===== config.mk =====
export PLATFORM = sky130hd
export DESIGN_NAME = get_put_link_fifo_flat
export DESIGN_NICKNAME = d
export VERILOG_FILES = /design/src/rtl/get_put_link_fifo_pkg.sv /design/src/rtl/get_put_link_fifo_if.sv /design/src/rtl/get_put_link_mem.sv /design/src/rtl/get_put_link_fifo.sv /design/src/flat_wrapper.sv
export SDC_FILE = /design/constraint.sdc
export NUM_CORES = 1
export LEC_CHECK = 0
export CAP_MARGIN = 10
export CORE_UTILIZATION = 30
export DETAILED_ROUTE_END_ITERATION = 10
export MAX_ROUTING_LAYER = met4
export PLACE_DENSITY = 0.55
export SLEW_MARGIN = 20
export SYNTH_ARGS = -nofsm -noshare
export SYNTH_HDL_FRONTEND = slang
export SYNTH_SLANG_ARGS = --single-unit

===== constraint.sdc =====
create_clock -name CLK -period 3.4 [get_ports CLK]
set_input_delay 1.02 -clock CLK [delete_from_list [all_inputs] [get_ports CLK]]
set_output_delay 1.02 -clock CLK [all_outputs]
set_load 0.005 [all_outputs]

===== src/rtl/get_put_link_fifo_pkg.sv =====
// Shared width helpers and the depth legality check for the get/put link FIFO.
package get_put_link_pkg;

    function automatic int unsigned ptr_w(input int unsigned depth);
        return $clog2(depth);
    endfunction

    function automatic int unsigned cnt_w(input int unsigned depth);
        return $clog2(depth + 1);
    endfunction

    // The pointers wrap naturally, so the depth must be a power of two of at least 2.
    function automatic bit depth_ok(input int unsigned depth);
        return (depth >= 2) && ((depth & (depth - 1)) == 0);
    endfunction

endpackage


===== src/rtl/get_put_link_fifo_if.sv =====
// Put/Get method bundle; the FIFO is the slave and the producer/consumer side is the master.
interface get_put_link_fifo_if
    import get_put_link_pkg::*;
#(
    parameter int unsigned DATA_WIDTH = 32,
    parameter int unsigned DEPTH      = 4
);
    localparam int unsigned CW = cnt_w(DEPTH);

    logic [DATA_WIDTH-1:0] put;
    logic                  EN_put;
    logic                  RDY_put;
    logic [DATA_WIDTH-1:0] get;
    logic                  EN_get;
    logic                  RDY_get;
    logic [CW-1:0]         count;
    logic                  err_overflow;
    logic                  err_underflow;

    modport slave (
        input  put, EN_put, EN_get,
        output RDY_put, get, RDY_get, count, err_overflow, err_underflow
    );

    modport master (
        output put, EN_put, EN_get,
        input  RDY_put, get, RDY_get, count, err_overflow, err_underflow
    );
endinterface


===== src/rtl/get_put_link_mem.sv =====
// Unreset register file: one synchronous write port, one asynchronous read port.
module get_put_link_mem
    import get_put_link_pkg::*;
#(
    parameter int unsigned DATA_WIDTH = 32,
    parameter int unsigned DEPTH      = 4
) (
    input  logic                       clk,
    input  logic                       we,
    input  logic [ptr_w(DEPTH)-1:0]    waddr,
    input  logic [DATA_WIDTH-1:0]      wdata,
    input  logic [ptr_w(DEPTH)-1:0]    raddr,
    output logic [DATA_WIDTH-1:0]      rdata
);
    logic [DATA_WIDTH-1:0] mem [DEPTH];

    always_ff @(posedge clk) begin
        if (we) begin
            mem[waddr] <= wdata;
        end
    end

    assign rdata = mem[raddr];
endmodule


===== src/rtl/get_put_link_fifo.sv =====
// Buffered Put->Get link: DEPTH-entry register FIFO with sticky protocol-violation flags.
module get_put_link_fifo
    import get_put_link_pkg::*;
#(
    parameter int unsigned DATA_WIDTH = 32,
    parameter int unsigned DEPTH      = 4,
    parameter bit          PIPELINED  = 1'b0
) (
    input  logic               CLK,
    input  logic               RST,
    get_put_link_fifo_if.slave link
);
    localparam int unsigned PW = ptr_w(DEPTH);
    localparam int unsigned CW = cnt_w(DEPTH);

    if (!depth_ok(DEPTH)) begin : g_depth_check
        $error("get_put_link_fifo: DEPTH must be a power of two >= 2");
    end

    logic [PW-1:0] wr_ptr;
    logic [PW-1:0] rd_ptr;
    logic [CW-1:0] count_q;
    logic          err_overflow_q;
    logic          err_underflow_q;
    logic          full;
    logic          empty;
    logic          rdy_put;
    logic          rdy_get;
    logic          do_enq;
    logic          do_deq;

    assign full  = (count_q == CW'(DEPTH));
    assign empty = (count_q == CW'(0));

    // EN_get -> RDY_put is the only combinational path, and only when pipelined.
    always_comb begin
        rdy_get = !empty && !RST;
        rdy_put = 1'b0;
        if (PIPELINED) begin
            rdy_put = (!full || link.EN_get) && !RST;
        end else begin
            rdy_put = !full && !RST;
        end
        do_enq = link.EN_put && rdy_put;
        do_deq = link.EN_get && rdy_get;
    end

    always_ff @(posedge CLK) begin
        if (RST) begin
            wr_ptr          <= '0;
            rd_ptr          <= '0;
            count_q         <= '0;
            err_overflow_q  <= 1'b0;
            err_underflow_q <= 1'b0;
        end else begin
            if (do_enq) begin
                wr_ptr <= wr_ptr + PW'(1);
            end
            if (do_deq) begin
                rd_ptr <= rd_ptr + PW'(1);
            end
            if (do_enq && !do_deq) begin
                count_q <= count_q + CW'(1);
            end else if (do_deq && !do_enq) begin
                count_q <= count_q - CW'(1);
            end
            if (link.EN_put && !rdy_put) begin
                err_overflow_q <= 1'b1;
            end
            if (link.EN_get && !rdy_get) begin
                err_underflow_q <= 1'b1;
            end
        end
    end

    get_put_link_mem #(
        .DATA_WIDTH (DATA_WIDTH),
        .DEPTH      (DEPTH)
    ) u_mem (
        .clk   (CLK),
        .we    (do_enq),
        .waddr (wr_ptr),
        .wdata (link.put),
        .raddr (rd_ptr),
        .rdata (link.get)
    );

    assign link.RDY_put       = rdy_put;
    assign link.RDY_get       = rdy_get;
    assign link.count         = count_q;
    assign link.err_overflow  = err_overflow_q;
    assign link.err_underflow = err_underflow_q;
endmodule


===== src/flat_wrapper.sv =====
// flat-port wrapper written by rule: the top's interface ports become plain ports
module get_put_link_fifo_flat import get_put_link_pkg::*;
#(
    parameter int unsigned DATA_WIDTH = 32,
    parameter int unsigned DEPTH      = 4,
    parameter bit          PIPELINED  = 1'b0
)
  (CLK, RST, link_put, link_EN_put, link_EN_get, link_RDY_put, link_get, link_RDY_get, link_count, link_err_overflow, link_err_underflow);
  get_put_link_fifo_if #(.DATA_WIDTH(DATA_WIDTH), .DEPTH(DEPTH)) link_i ();
  input  logic CLK;
  input  logic RST;
  input wire logic [$bits(link_i.put)-1:0] link_put;
  input wire logic [$bits(link_i.EN_put)-1:0] link_EN_put;
  input wire logic [$bits(link_i.EN_get)-1:0] link_EN_get;
  output wire logic [$bits(link_i.RDY_put)-1:0] link_RDY_put;
  output wire logic [$bits(link_i.get)-1:0] link_get;
  output wire logic [$bits(link_i.RDY_get)-1:0] link_RDY_get;
  output wire logic [$bits(link_i.count)-1:0] link_count;
  output wire logic [$bits(link_i.err_overflow)-1:0] link_err_overflow;
  output wire logic [$bits(link_i.err_underflow)-1:0] link_err_underflow;
  assign link_i.put = link_put;
  assign link_i.EN_put = link_EN_put;
  assign link_i.EN_get = link_EN_get;
  assign link_RDY_put = link_i.RDY_put;
  assign link_get = link_i.get;
  assign link_RDY_get = link_i.RDY_get;
  assign link_count = link_i.count;
  assign link_err_overflow = link_i.err_overflow;
  assign link_err_underflow = link_i.err_underflow;
  get_put_link_fifo #(.DATA_WIDTH(DATA_WIDTH), .DEPTH(DEPTH), .PIPELINED(PIPELINED)) u_core (.CLK(CLK), .RST(RST), .link(link_i));
endmodule

==> flow_summary.toml, run 1 <==
[sta]
slew_violations = 0
maxClockFrequency_mhz = 317
setup_viol = 0
finalHoldViolCount = 0
post-route-period-util = 0.928
rsz0062_at_grt = "no"
worst_clock_skew_ps = 7.11
fin_crit_ps = 3160
setup_tns_ps = 0
relSlewSlack = 0.634
worst_pin_slew_ps = 542

[placement]
placed_area_mm2 = 0.00630
dp_hpwl_mm = 5.79
port_buffers = 74
globalplace.congestion = 0.699

[synth]
ys_ff_latch = 139
syn-mean-instance-area_um2 = 23.4
synthesis.nets = 263
synth_top_area_frac = 0.744
synth-seq-area-share = 0.787
yosys.area.top_type = "edfxtp_1"
netlist_instances = 221
synth.area.top_cells = "edfxtp_1 74%, mux4_2 14%, dfxtp_1 4.3%"
syn_area_mm2 = 0.00517
synth.top_cells.by_count = "128 x edfxtp_1, 32 x mux4_2, 11 x dfxtp_1, 10 x nor2_1, 5 x ha_1"
synth_cell_type_count = 24
synth_edf_count = 128
async_reset_ff_frac = 0
synth_ff_type = "edfxtp_1"
yosysMostFrequentCell = "edfxtp_1"
ys.warnings.count = 0

[global_route]
grt_usage = 0.124
use_met1 = 0.157
grt_overflow = 0
grt_pass1_wl_mm = 15.3
grt_util_met3 = 0.0411
use_met2 = 0.185
grt_max_degree = 26
antenna_found_initial = 0
busiest_layer = "met2"
grt_pass1_vias = 2702

[worst_setup_path]
critical_path_class = "primary input to output pin"
critPathLaunchType = "primary input"
crit_required_ps = 2380
critical_path.max_fanout = 3
cp-end-kind = "output pin"
cp.arrival_ps = 2140

[finish]
syn2layout_area_growth_pct = 31.9
final_area_mm2 = 0.00681
n_fill_cell = 1521
num-nets-final = 363
diodes = 0
drive_above_1_share = 0.258

[routing]
ant_nets = 0
firstDrtPassIters = 4
wl_per_cell_um = 17.5
routed_wirelength_mm = 9.70
via_per_inst = 4.49
vias = 2483
drt-initial-drc-count = 90
route.detailed.drc = 0

[die]
pin_count = 75
die_y_um = 133
die_w_um = 133
core_area_mm2 = 0.0167
dieArea_mm2 = 0.0177
start_util = 0.309
rows = 47

[power]
pwr_density_cell_mw_per_mm2 = 702
swShare = 0.244
internal_power_mw = 3.62
pwr-share-clk = 0.330
p_sw_mw = 1.17
p_leak_nw = 2.20
seq_power_share = 0.436
pwr-share-comb = 0.234
power.ir.vdd_worst_mv = 0.350

[clock_network]
post_cts_resize_count = 0
cts.root.buffer_cell = "clkbuf_16"
cts.path.max_buffers = 2
clock_sinks = 139
cts_made_buffers = 17
cts_tree = "done"
postCtsSetupBuffers = 0
clkTransAtPathRegs_ps = 50
cts_hold_buf = 0
htree_num_levels = 4
clkLatencyLatePin_ps = 420

[min_path]
hp-class = "register to register"

[flow_run]
maxCapViolations = 0

[run_status]
status = "finished clean"
-- worst max-delay path: stages --
cell             delay [ps]
clkdlybuf4s50_1         440
nor2_1                  130
clkdlybuf4s50_1         540
-- cells by family after synthesis --
group / count (synthesis) / synth area share
flops: 139 / 0.787
fa+ha+maj: 6 / 0.0160
xor+xnor: 4 / 0.00678
simple gates: 20 / 0.0240
compound gates: 6 / 0.00702
buf+inv: 11 / 0.0133
mux: 35 / 0.146
-- layout by cell type (no fill, tap or decap), types with 5 or more instances in the layout --
master / synthesis / routed
buf_12: 0 / 5
buf_4: 0 / 10
clkbuf_16: 0 / 17
clkdlybuf4s50_1: 0 / 74
clkinv_2: 0 / 5
dfxtp_1: 11 / 9
edfxtp_1: 128 / 128
ha_1: 5 / 5
mux4_2: 32 / 32
nor2_1: 10 / 10
-- area by class of cell --
class	instances	area, um^2	area share
inverter	3	11.3	0.00165
clock inverter	13	81.3	0.0119
tap	220	275	0.0404
sequential	139	4070	0.597
clock buffer	18	429	0.0630
multi-input combinational	71	1030	0.152
timing repair buffer	89	916	0.134
-- through the flow --
step	std cells	util	power [mW]	setup WS (ps)	hold slack, ps
6_report	553	0.408	4.78	243	488
5_1_grt	553	0.408	5.02	168	518
4_1_cts	553	0.408	4.88	227	494
3_5_place_dp	522	0.377	3.28	117	467
3_3_place_gp	522	0.377	3.27	196	472
2_1_floorplan	221	-	2.70	712	460
-- flip-flops by register name, summed over array words and instances (netlist names), named ones only --
name	flops
u_core.link.count	3
u_core.u_mem.mem	128
u_core.rd_ptr	2
u_core.wr_ptr	2
u_core.link.err_overflow	1
u_core.link.err_underflow	1
-- worst paths after layout --
| path | start | end | slack (ps) | depth (start not counted) |
|---|---|---|---|---|
| hold / removal | u_core.link.err_overflow | u_core.link.err_overflow | 490 | 2 |
| hold reg to reg | u_core.link.err_overflow | u_core.link.err_overflow | 490 | 2 |
| setup / recovery | RST | link_RDY_get | 240 | 3 |
| setup reg to reg | u_core.link.count[0] | u_core.link.count[2] | 1070 | 8 |
-- metal layers --
layer,up-vias,part of all wire
li1,1113,-
met1,1290,0.45
met2,66,0.49
met3,14,0.045
met4,0,0.016
met5,-,0
-- power groups by stage --
stage	clock [mW]	combinational, mW	sequential (mW)
finish	1.58	1.12	2.08
global route	1.70	1.23	2.10
CTS	1.63	1.16	2.08
detailed placement	0	1.16	2.12
global placement	0	1.15	2.11
floorplan	0	0.595	2.10
(Power assumes the default switching activity.)
==> run 2: changes to the inputs <==
--- a/config.mk
+++ b/config.mk
@@ -7,10 +7,10 @@
 export LEC_CHECK = 0
 export CAP_MARGIN = 10
 export CORE_UTILIZATION = 30
+export CTS_CLUSTER_SIZE = 20
 export DETAILED_ROUTE_END_ITERATION = 10
 export MAX_ROUTING_LAYER = met4
 export PLACE_DENSITY = 0.55
-export SLEW_MARGIN = 20
 export SYNTH_ARGS = -nofsm -noshare
 export SYNTH_HDL_FRONTEND = slang
 export SYNTH_SLANG_ARGS = --single-unit
==> results of run 2 <==
Same layout as run 1: the final DEF is identical, and so are final timing and power.
==> run 3: changes to the inputs <==
--- a/config.mk
+++ b/config.mk
@@ -5,7 +5,7 @@
 export SDC_FILE = /design/constraint.sdc
 export NUM_CORES = 1
 export LEC_CHECK = 0
-export CAP_MARGIN = 10
+export ABC_AREA = 1
 export CORE_UTILIZATION = 30
 export CTS_CLUSTER_SIZE = 20
 export DETAILED_ROUTE_END_ITERATION = 10
==> run 3 against run 2 <==
First-iteration DRC count grew 32%. Clock skew is 0.83 ps lower. Design area increased by 1.5%. Critical endpoint is now link_get[23]. Highest routed layer unchanged.
==> flow_summary.toml, run 3 <==
[finish]
drive_above_1_share = 0.107
largest_reg_flops = 128
syn2layout_area_growth_pct = 29.7
seqCellArea_mm2 = 0.00407
mostFrequentLayoutCells = "128 x edfxtp_1, 77 x nor2_1, 74 x clkdlybuf4s50_1"
final_common_cell = "edfxtp_1"
n_fill_cell = 1616
num-nets-final = 516
multi_input_area_mm2 = 0.00108
regMostFlops = "u_core.u_mem.mem"

[clock_network]
cts.root.buffer_cell = "clkbuf_16"
postCtsSetupBuffers = 0
cts_made_buffers = 17
htree_num_levels = 4
clkTransAtPathRegs_ps = 60
clock_sinks = 139
cts.path.max_buffers = 2
cts_hold_buf = 0
post_cts_resize_count = 0
cts_tree = "done"
clkLatencyLatePin_ps = 410

[synth]
synth.area.top_cells = "edfxtp_1 72%, nor2_1 5.7%, o21ai_1 4.3%"
synthesis.nets = 428
syn-mean-instance-area_um2 = 13.8
synth-seq-area-share = 0.762
synth_top_area_frac = 0.721
ys.warnings.count = 0
ys_ff_latch = 139
synth_cell_type_count = 23
synth.top_cells.by_count = "128 x edfxtp_1, 81 x nor2_1, 46 x o21ai_1, 32 x o22ai_1, 19 x o21ai_0"
async_reset_ff_frac = 0
yosys.area.top_type = "edfxtp_1"
yosysMostFrequentCell = "edfxtp_1"
syn_area_mm2 = 0.00533
netlist_instances = 386
synth_ff_type = "edfxtp_1"
synth_edf_count = 128

[placement]
port_buffers = 74
globalplace.congestion = 0.701
dp_hpwl_mm = 6.71

[sta]
worst_clock_skew_ps = 6.28
worst_pin_slew_ps = 554
maxClockFrequency_mhz = 307
fin_crit_ps = 3260
post-route-period-util = 0.959
relSlewSlack = 0.630
rsz0062_at_grt = "no"
setup_viol = 0
slew_violations = 0
finalHoldViolCount = 0
setup_tns_ps = 0

[min_path]
holdCritStartpoint = "u_core.link.err_overflow"
hp-class = "register to register"

[power]
power.ir.vdd_worst_mv = 0.361
p_total_mw = 4.50
pwr_density_cell_mw_per_mm2 = 651
p_leak_nw = 2.37

[worst_setup_path]
critical_path.max_fanout = 64
cp.arrival_ps = 2240
critPathTopFamily = "buffers and inverters"
crit_required_ps = 2380
cp_slowest_cell = "clkdlybuf4s50_1"
crit_path_cell_trace = "inv_6 > o21ai_0 > o22ai_1 > clkdlybuf4s50_1"
critPathLaunchType = "register"
cp_slowest_stage_delay_ps = 550
cp-end-kind = "output pin"
timing.critical_path.buf_inv = 2
reg2reg_from = "u_core.link.count[0]"
critical_path_class = "register to output pin"

[run_status]
status = "finished clean"

[routing]
vias = 3276
firstDrtPassIters = 4
drt-initial-drc-count = 119
routed_wirelength_mm = 11.5
ant_nets = 0
wl_per_cell_um = 16.1
via_per_inst = 4.59
route.detailed.drc = 0

[die]
rows = 48
die_w_um = 135
core_area_mm2 = 0.0173
die_y_um = 135
dieArea_mm2 = 0.0183
start_util = 0.308
pin_count = 75

[global_route]
antenna_found_initial = 1
grt_overflow = 0
grt_pass1_vias = 3401
grt_usage = 0.140
grt_pass1_wl_mm = 18.1
grt_max_degree = 65

[flow_run]
maxCapViolations = 0
==> run 3: path summary, 6_finish.rpt <==
path / end / slack, ps / cells after the start
worst min register to register: u_core.link.err_overflow / 470 / 2
worst max-delay path: link_get[23] / 140 / 4
worst min-delay path: u_core.link.err_overflow / 470 / 2
worst max register to register: u_core.link.count[2] / 1370 / 12
==> run 3: cell families after synthesis <==
logic type,Yosys count,share of synthesized area
buf+inv,37,0.0408
simple gates,103,0.0777
fa+ha+maj,6,0.0155
xor+xnor,2,0.00329
flops,139,0.762
compound gates,99,0.100
==> run 3: routing by layer <==
metal	track usage	up-vias	wire (um)	part of all wire
met5	-	-	0	0
met4	0.0574	0	142	0.012
met3	0.0385	15	482	0.042
met2	0.230	78	5730	0.50
met1	0.162	1589	5140	0.45
li1	-	1594	-	-
==> run 3: final cells by class <==
type,count,share of cell area
sequential,139,0.588
multi-input combinational,210,0.156
timing repair buffer,88,0.123
clock buffer,20,0.0632
tap,225,0.0407
clock inverter,12,0.0179
inverter,18,0.0109
antenna,1,0.000362
==> run 3: where the power goes <==
group / switching [mW] / internal [mW]
Clock: 0.664 / 1.07
Combinational: 0.394 / 0.373
Sequential: 0.0409 / 1.95
Total: 1.10 / 3.40
==> run 3: per-stage QoR <==
stage	hold WS [ps]	utilization	instance area [um^2]	setup slack, ps	std cells
final	473	0.400	6910	141	713
after global routing	526	0.400	6910	10.6	713
after CTS	483	0.399	6910	37.9	712
after detailed placement	468	0.367	6350	172	680
after global placement	461	0.367	6350	169	680
after floorplan	460	-	5330	392	386
==> run 3: tightest hold or removal path, delay by kind of cell, from the launching register on <==
kind / cells / cell delay (ps)
AO/OA/AOI/OAI: 1 / 40
flip-flops: 1 / 330
AND/OR/NAND/NOR: 1 / 70
